File: config.mk
export PLATFORM = sky130hd
export DESIGN_NAME = ser_rx_frame
export DESIGN_NICKNAME = d
export VERILOG_FILES = /design/src/rtl/ser_rx_frame.sv
export SDC_FILE = /design/constraint.sdc
export NUM_CORES = 1
export LEC_CHECK = 0
export ABC_AREA = 1
export BUFFER_PORTS_ARGS = -buffer_cell sky130_fd_sc_hd__buf_2
export CORE_MARGIN = 3
export CORE_UTILIZATION = 50
export DETAILED_ROUTE_END_ITERATION = 7
export PLACE_DENSITY = 0.69
export REMOVE_ABC_BUFFERS = 1
export SYNTH_ARGS = -nofsm -noshare
export SYNTH_HDL_FRONTEND = slang
export SYNTH_SLANG_ARGS = --single-unit
File: constraint.sdc
create_clock -name clk -period 2.9 [get_ports clk]
set_input_delay 0.435 -clock clk [delete_from_list [all_inputs] [get_ports clk]]
set_output_delay 0.435 -clock clk [all_outputs]
set_load 0.01 [all_outputs]
File: src/rtl/ser_rx_frame.sv
// Framed serial-to-parallel receiver: strips start/parity/stop bits and
// presents each good word through a single-entry valid/ready buffer.
module ser_rx_frame #(
  parameter int unsigned DATA_W    = 8,
  parameter bit          PARITY_EN = 1'b1,
  parameter bit          MSB_FIRST = 1'b1
) (
  input  logic              clk,
  input  logic              rst,
  input  logic              bit_i,
  input  logic              bit_vld_i,
  output logic [DATA_W-1:0] data_o,
  output logic              data_vld_o,
  input  logic              data_rdy_i,
  output logic              parity_err_o,
  output logic              frame_err_o,
  output logic              overrun_o,
  output logic              busy_o
);

  localparam int unsigned CNT_W = $clog2(DATA_W);
  localparam logic [CNT_W-1:0] CNT_LAST = CNT_W'(DATA_W - 1);

  typedef enum logic [1:0] {IDLE, DATA, PARITY, STOP} state_t;

  state_t              state, state_nxt;
  logic [CNT_W-1:0]    cnt, cnt_nxt;
  logic [DATA_W-1:0]   sr, sr_nxt;
  logic                perr, perr_nxt;
  logic [DATA_W-1:0]   data_nxt;
  logic                data_vld_nxt;
  logic                parity_err_nxt;
  logic                frame_err_nxt;
  logic                overrun_nxt;
  logic                busy_nxt;
  logic                commit;
  logic                drain;

  always_ff @(posedge clk or posedge rst) begin
    if (rst) begin
      state        <= IDLE;
      cnt          <= '0;
      sr           <= '0;
      perr         <= 1'b0;
      data_o       <= '0;
      data_vld_o   <= 1'b0;
      parity_err_o <= 1'b0;
      frame_err_o  <= 1'b0;
      overrun_o    <= 1'b0;
      busy_o       <= 1'b0;
    end else begin
      state        <= state_nxt;
      cnt          <= cnt_nxt;
      sr           <= sr_nxt;
      perr         <= perr_nxt;
      data_o       <= data_nxt;
      data_vld_o   <= data_vld_nxt;
      parity_err_o <= parity_err_nxt;
      frame_err_o  <= frame_err_nxt;
      overrun_o    <= overrun_nxt;
      busy_o       <= busy_nxt;
    end
  end

  always_comb begin
    state_nxt      = state;
    cnt_nxt        = cnt;
    sr_nxt         = sr;
    perr_nxt       = perr;
    data_nxt       = data_o;
    data_vld_nxt   = data_vld_o;
    parity_err_nxt = 1'b0;
    frame_err_nxt  = 1'b0;
    overrun_nxt    = 1'b0;
    commit         = 1'b0;
    drain          = data_vld_o & data_rdy_i;

    // Framing FSM advances only on qualified bits; gaps simply hold everything.
    if (bit_vld_i) begin
      unique case (state)
        IDLE: begin
          if (!bit_i) begin
            cnt_nxt   = '0;
            state_nxt = DATA;
          end
        end
        DATA: begin
          if (MSB_FIRST) sr_nxt = {sr[DATA_W-2:0], bit_i};
          else           sr_nxt = {bit_i, sr[DATA_W-1:1]};
          cnt_nxt = cnt + CNT_W'(1);
          if (cnt == CNT_LAST) state_nxt = PARITY_EN ? PARITY : STOP;
        end
        PARITY: begin
          perr_nxt  = bit_i ^ (^sr);
          state_nxt = STOP;
        end
        STOP: begin
          state_nxt = IDLE;
          if (!bit_i)    frame_err_nxt  = 1'b1;
          else if (perr) parity_err_nxt = 1'b1;
          else           commit         = 1'b1;
        end
        default: state_nxt = IDLE;
      endcase
    end

    // Single-entry buffer: a same-cycle drain frees the slot for a new commit.
    if (commit) begin
      if (!data_vld_o || drain) begin
        data_nxt     = sr;
        data_vld_nxt = 1'b1;
      end else begin
        overrun_nxt = 1'b1;
      end
    end else if (drain) begin
      data_vld_nxt = 1'b0;
    end

    busy_nxt = (state_nxt != IDLE);
  end

endmodule

==> summary.txt <==
Cells and area
  • # fillers: approximately 230
  • Area growth syn-to-layout: 10.1%
  • Fraction of final layout cells with drive strength greater than 1: ~23%
  • N_diodes: 0
  • Final core area utilization: 61.3%
  • Count of nets after finishing: 185
  • Filler-free cell count of the finished design: slightly above 200

Synth
  • Mean cell area of the mapped netlist: 8.25 um2
  • Most frequently used flop master after synthesis: sky130_fd_sc_hd__dfrtp_1
  • Cells after Synth: ~160
  • Sequential cell area fraction in the yosys report: 51.8%
  • Async S/R FF share, synth: 100%
  • Number of enable-type register cells in the synthesized netlist: 0
  • Warnings, synthesis: 0
  • Count of state elements after synthesis: 27
  • Combined area of all synthesized cells: 0.00130 mm2
  • Library cells used by synthesis: 21

Clock tree
  • Worst-skew pair later-pin latency: between 0.3 and 0.4 ns
  • Clock sinks: 27
  • Number of buffers inserted by hold repair at cts: 0
  • H-tree depth: 1
  • Clock buffers created by TritonCTS: 3
  • Clock-pin slew on the worst setup and hold paths: 0.14 ns
  • CTS root buffer: sky130_fd_sc_hd__clkbuf_4
  • Setup bufs post-CTS: 0
  • Maximum clock path buffer count: 2
  • CTS resizes: 0
  • Clock tree from TritonCTS: done

STA
  • Setup-violating endpoint count in the final report: 0
  • Maximum operating frequency: 739 MHz
  • Worst slew margin relative to its limit: 32.2%
  • Setup repair after global routing missed its margin: no
  • Hold_ws: around 0.33 ns
  • Measured slew at the worst slew-check pin: 1.02 ns
  • Final Slew Violations: 0
  • Share of the clock period used by the worst path: a little under half
  • Sum Neg Setup Slack: 0 ns
  • Final critical delay including setup and external delays: around 1.4 ns
  • Count of final hold-check violations: 0
  • Clock Skews: 0.00210 ns

Routing
  • DR DRC count: 0
  • Vias/cell: between 5 and 6
  • Routed Wire Length: 2.43 mm
  • Post-detailed-route count of antenna-violating nets: 0
  • Total via count after detailed routing: 1,082
  • Pre-antenna DRT Iters: 5
  • Violation count after the first detailed-routing iteration: 34
  • Detailed-route wire length per cell: approximately 12 um

Place
  • GP Congestion: 0.774
  • Port Buf Inserts: 17
  • Placed Cells: 201
  • Detailed placer's ending HPWL: between 1.5 and 2 mm

GRT
  • Wire length of the first global-routing pass: roughly 4.2 mm
  • Largest net degree at the start of global routing: 28
  • Vias in the first global route: 1,032
  • Overflow left after global routing: 0
  • Overall routing resource usage: 16.2%
  • Number of antenna violations at the first check in global routing: 0

Setup path
  • Crit-path max FO: 3
  • Req. time, crit path: 3.12 ns
  • Capturing element type of the critical path: flop
  • Category of the worst setup path launch point: flop
  • Timing startpoint of the critical path: cnt[0]$_DFFE_PP0P_
  • Type of the setup path with the least slack: flop to flop
  • Arrival time at the worst endpoint: 1.57 ns
  • Launching point of the worst reg2reg path: cnt[0]$_DFFE_PP0P_

Die
  • Area of the die: around 0.0033 mm2
  • Core Region: 0.00234 mm2
  • Die extent in x: around 57 um
  • Count of boundary I/O pins: 18
  • Die H: between 50 and 60 um
  • Starting utilization of the core area: 55.7%
  • Count of standard-cell rows: 17

Status
  • Result of the run: finished clean

Pwr
  • Overall Power: 0.00140 W
  • Power per Cell Area: 974 mW/mm2
  • Leak: 0.784 nW
  • Max rail drop VDD: 0.682 mV

Min path
  • HP Class: input pin to async pin

Flow run
  • Number of max-cap violations: 0
-- registers in the layout, indices dropped and copies added (netlist names) --
signal	count
busy_o	1
cnt	3
data_o	8
data_vld_o	1
frame_err_o	1
overrun_o	1
parity_err_o	1
perr	1
sr	8
state	2
-- stage by stage --
| stage | worst slack (ns) | instance area [um2] |
|---|---|---|
| 5_1_grt | 1.39 | 1440 |
| 3_3_place_gp | 1.45 | 1410 |
| 3_5_place_dp | 1.38 | 1410 |
| 6_report | 1.55 | 1440 |
| 4_1_cts | 1.53 | 1440 |
| 2_1_floorplan | 1.64 | 1290 |
-- path summary, 6_finish.rpt --
kind / endpoint / slack, ns / cells past startpoint
max in group asynchronous: state[0]$_DFF_PP0_ / 1.96 / 2
max: busy_o$_DFF_PP0_ / 1.55 / 5
min reg2reg: cnt[0]$_DFFE_PP0P_ / 0.49 / 1
min in group clk: frame_err_o$_DFF_PP0_ / 0.36 / 2
max reg2reg: busy_o$_DFF_PP0_ / 1.55 / 5
min: sr[1]$_DFFE_PP0P_ / 0.33 / 2
-- worst max-delay path, stage by stage, from the launching register on --
cell,delay [ns]
sky130_fd_sc_hd__dfrtp_1,0.42
sky130_fd_sc_hd__ha_1,0.20
sky130_fd_sc_hd__ha_1,0.17
sky130_fd_sc_hd__nor2_1,0.12
sky130_fd_sc_hd__o21ai_1,0.10
sky130_fd_sc_hd__or2_1,0.24
-- per-layer routing --
metal	track usage (%)	share of wire (%)	up-vias
li1	-	-	535
met1	19.1	43	503
met2	29.2	50	40
met4	5.96	0.86	0
met5	0	0	-
met3	2.94	6.5	4
-- synthesized netlist by cell type (2+ instances only) --
cell type                 count  area share, %
sky130_fd_sc_hd__o21ai_0      2           0.77
sky130_fd_sc_hd__nand2_2      5            2.4
sky130_fd_sc_hd__inv_1       12            3.5
sky130_fd_sc_hd__nor2_1       7            2.0
sky130_fd_sc_hd__a32o_1       2            1.5
sky130_fd_sc_hd__nand3_1      2           0.77
sky130_fd_sc_hd__o21ai_1     11            4.2
sky130_fd_sc_hd__ha_1         2            1.9
sky130_fd_sc_hd__dfrtp_1     27             52
sky130_fd_sc_hd__o21ai_2      8            5.4
sky130_fd_sc_hd__inv_2        5            1.4
sky130_fd_sc_hd__nand2_1     66             19
-- power by group --
group	total, W	switching (W)	internal, W	leakage, nW
logic	0.000615	0.000376	0.000239	0.414
clock network	0.000159	0.000108	0.0000516	0.0177
registers	0.000624	0.000119	0.000505	0.352
total	0.00140	0.000603	0.000795	0.784
-- cells in the final DEF, fill, tap and decap left out --
master	synthesis	layout
sky130_fd_sc_hd__or2_1	1	1
sky130_fd_sc_hd__dfrtp_1	27	27
sky130_fd_sc_hd__clkinv_2	0	1
sky130_fd_sc_hd__inv_1	12	12
sky130_fd_sc_hd__clkbuf_4	0	3
sky130_fd_sc_hd__o21ai_0	2	2
sky130_fd_sc_hd__nand3_1	2	2
sky130_fd_sc_hd__buf_2	1	17
sky130_fd_sc_hd__ha_1	2	2
sky130_fd_sc_hd__nor2_1	7	7
sky130_fd_sc_hd__nand2_2	5	5
sky130_fd_sc_hd__inv_2	5	5
sky130_fd_sc_hd__nand2_1	66	66
sky130_fd_sc_hd__nor3_1	1	1
sky130_fd_sc_hd__nor2_2	1	1
sky130_fd_sc_hd__xnor2_1	1	1
sky130_fd_sc_hd__o21ai_2	8	8
sky130_fd_sc_hd__nor3b_1	1	1
sky130_fd_sc_hd__nor3_2	1	1
sky130_fd_sc_hd__o21ai_1	11	11
sky130_fd_sc_hd__o221ai_1	1	1
sky130_fd_sc_hd__a32o_1	2	2
-- cell families (layout without fill, tap and decap cells) --
| logic type | count (synthesis) | in the layout | share of synthesized area (%) |
|---|---|---|---|
| adder cells (fa/ha/maj) | 2 | 2 | 1.92 |
| AND/OR/NAND/NOR | 85 | 85 | 26.9 |
| flip-flops | 27 | 27 | 51.8 |
| buffers and inverters | 19 | 38 | 6.14 |
| XOR/XNOR | 1 | 1 | 0.672 |
| AO/OA/AOI/OAI | 24 | 24 | 12.6 |
-- layout make-up --
type | count | area (um2) | share of cell area [%]
well taps | 28 | 35.0 | 2.44
clock buffers | 3 | 22.5 | 1.57
flip-flops and latches | 27 | 676 | 47.1
multi-input cells | 112 | 548 | 38.2
repair buffers | 17 | 85.1 | 5.93
inverters | 17 | 63.8 | 4.45
clock inverters | 1 | 5.00 | 0.349
Note: power is estimated with default switching activity, not from simulation.
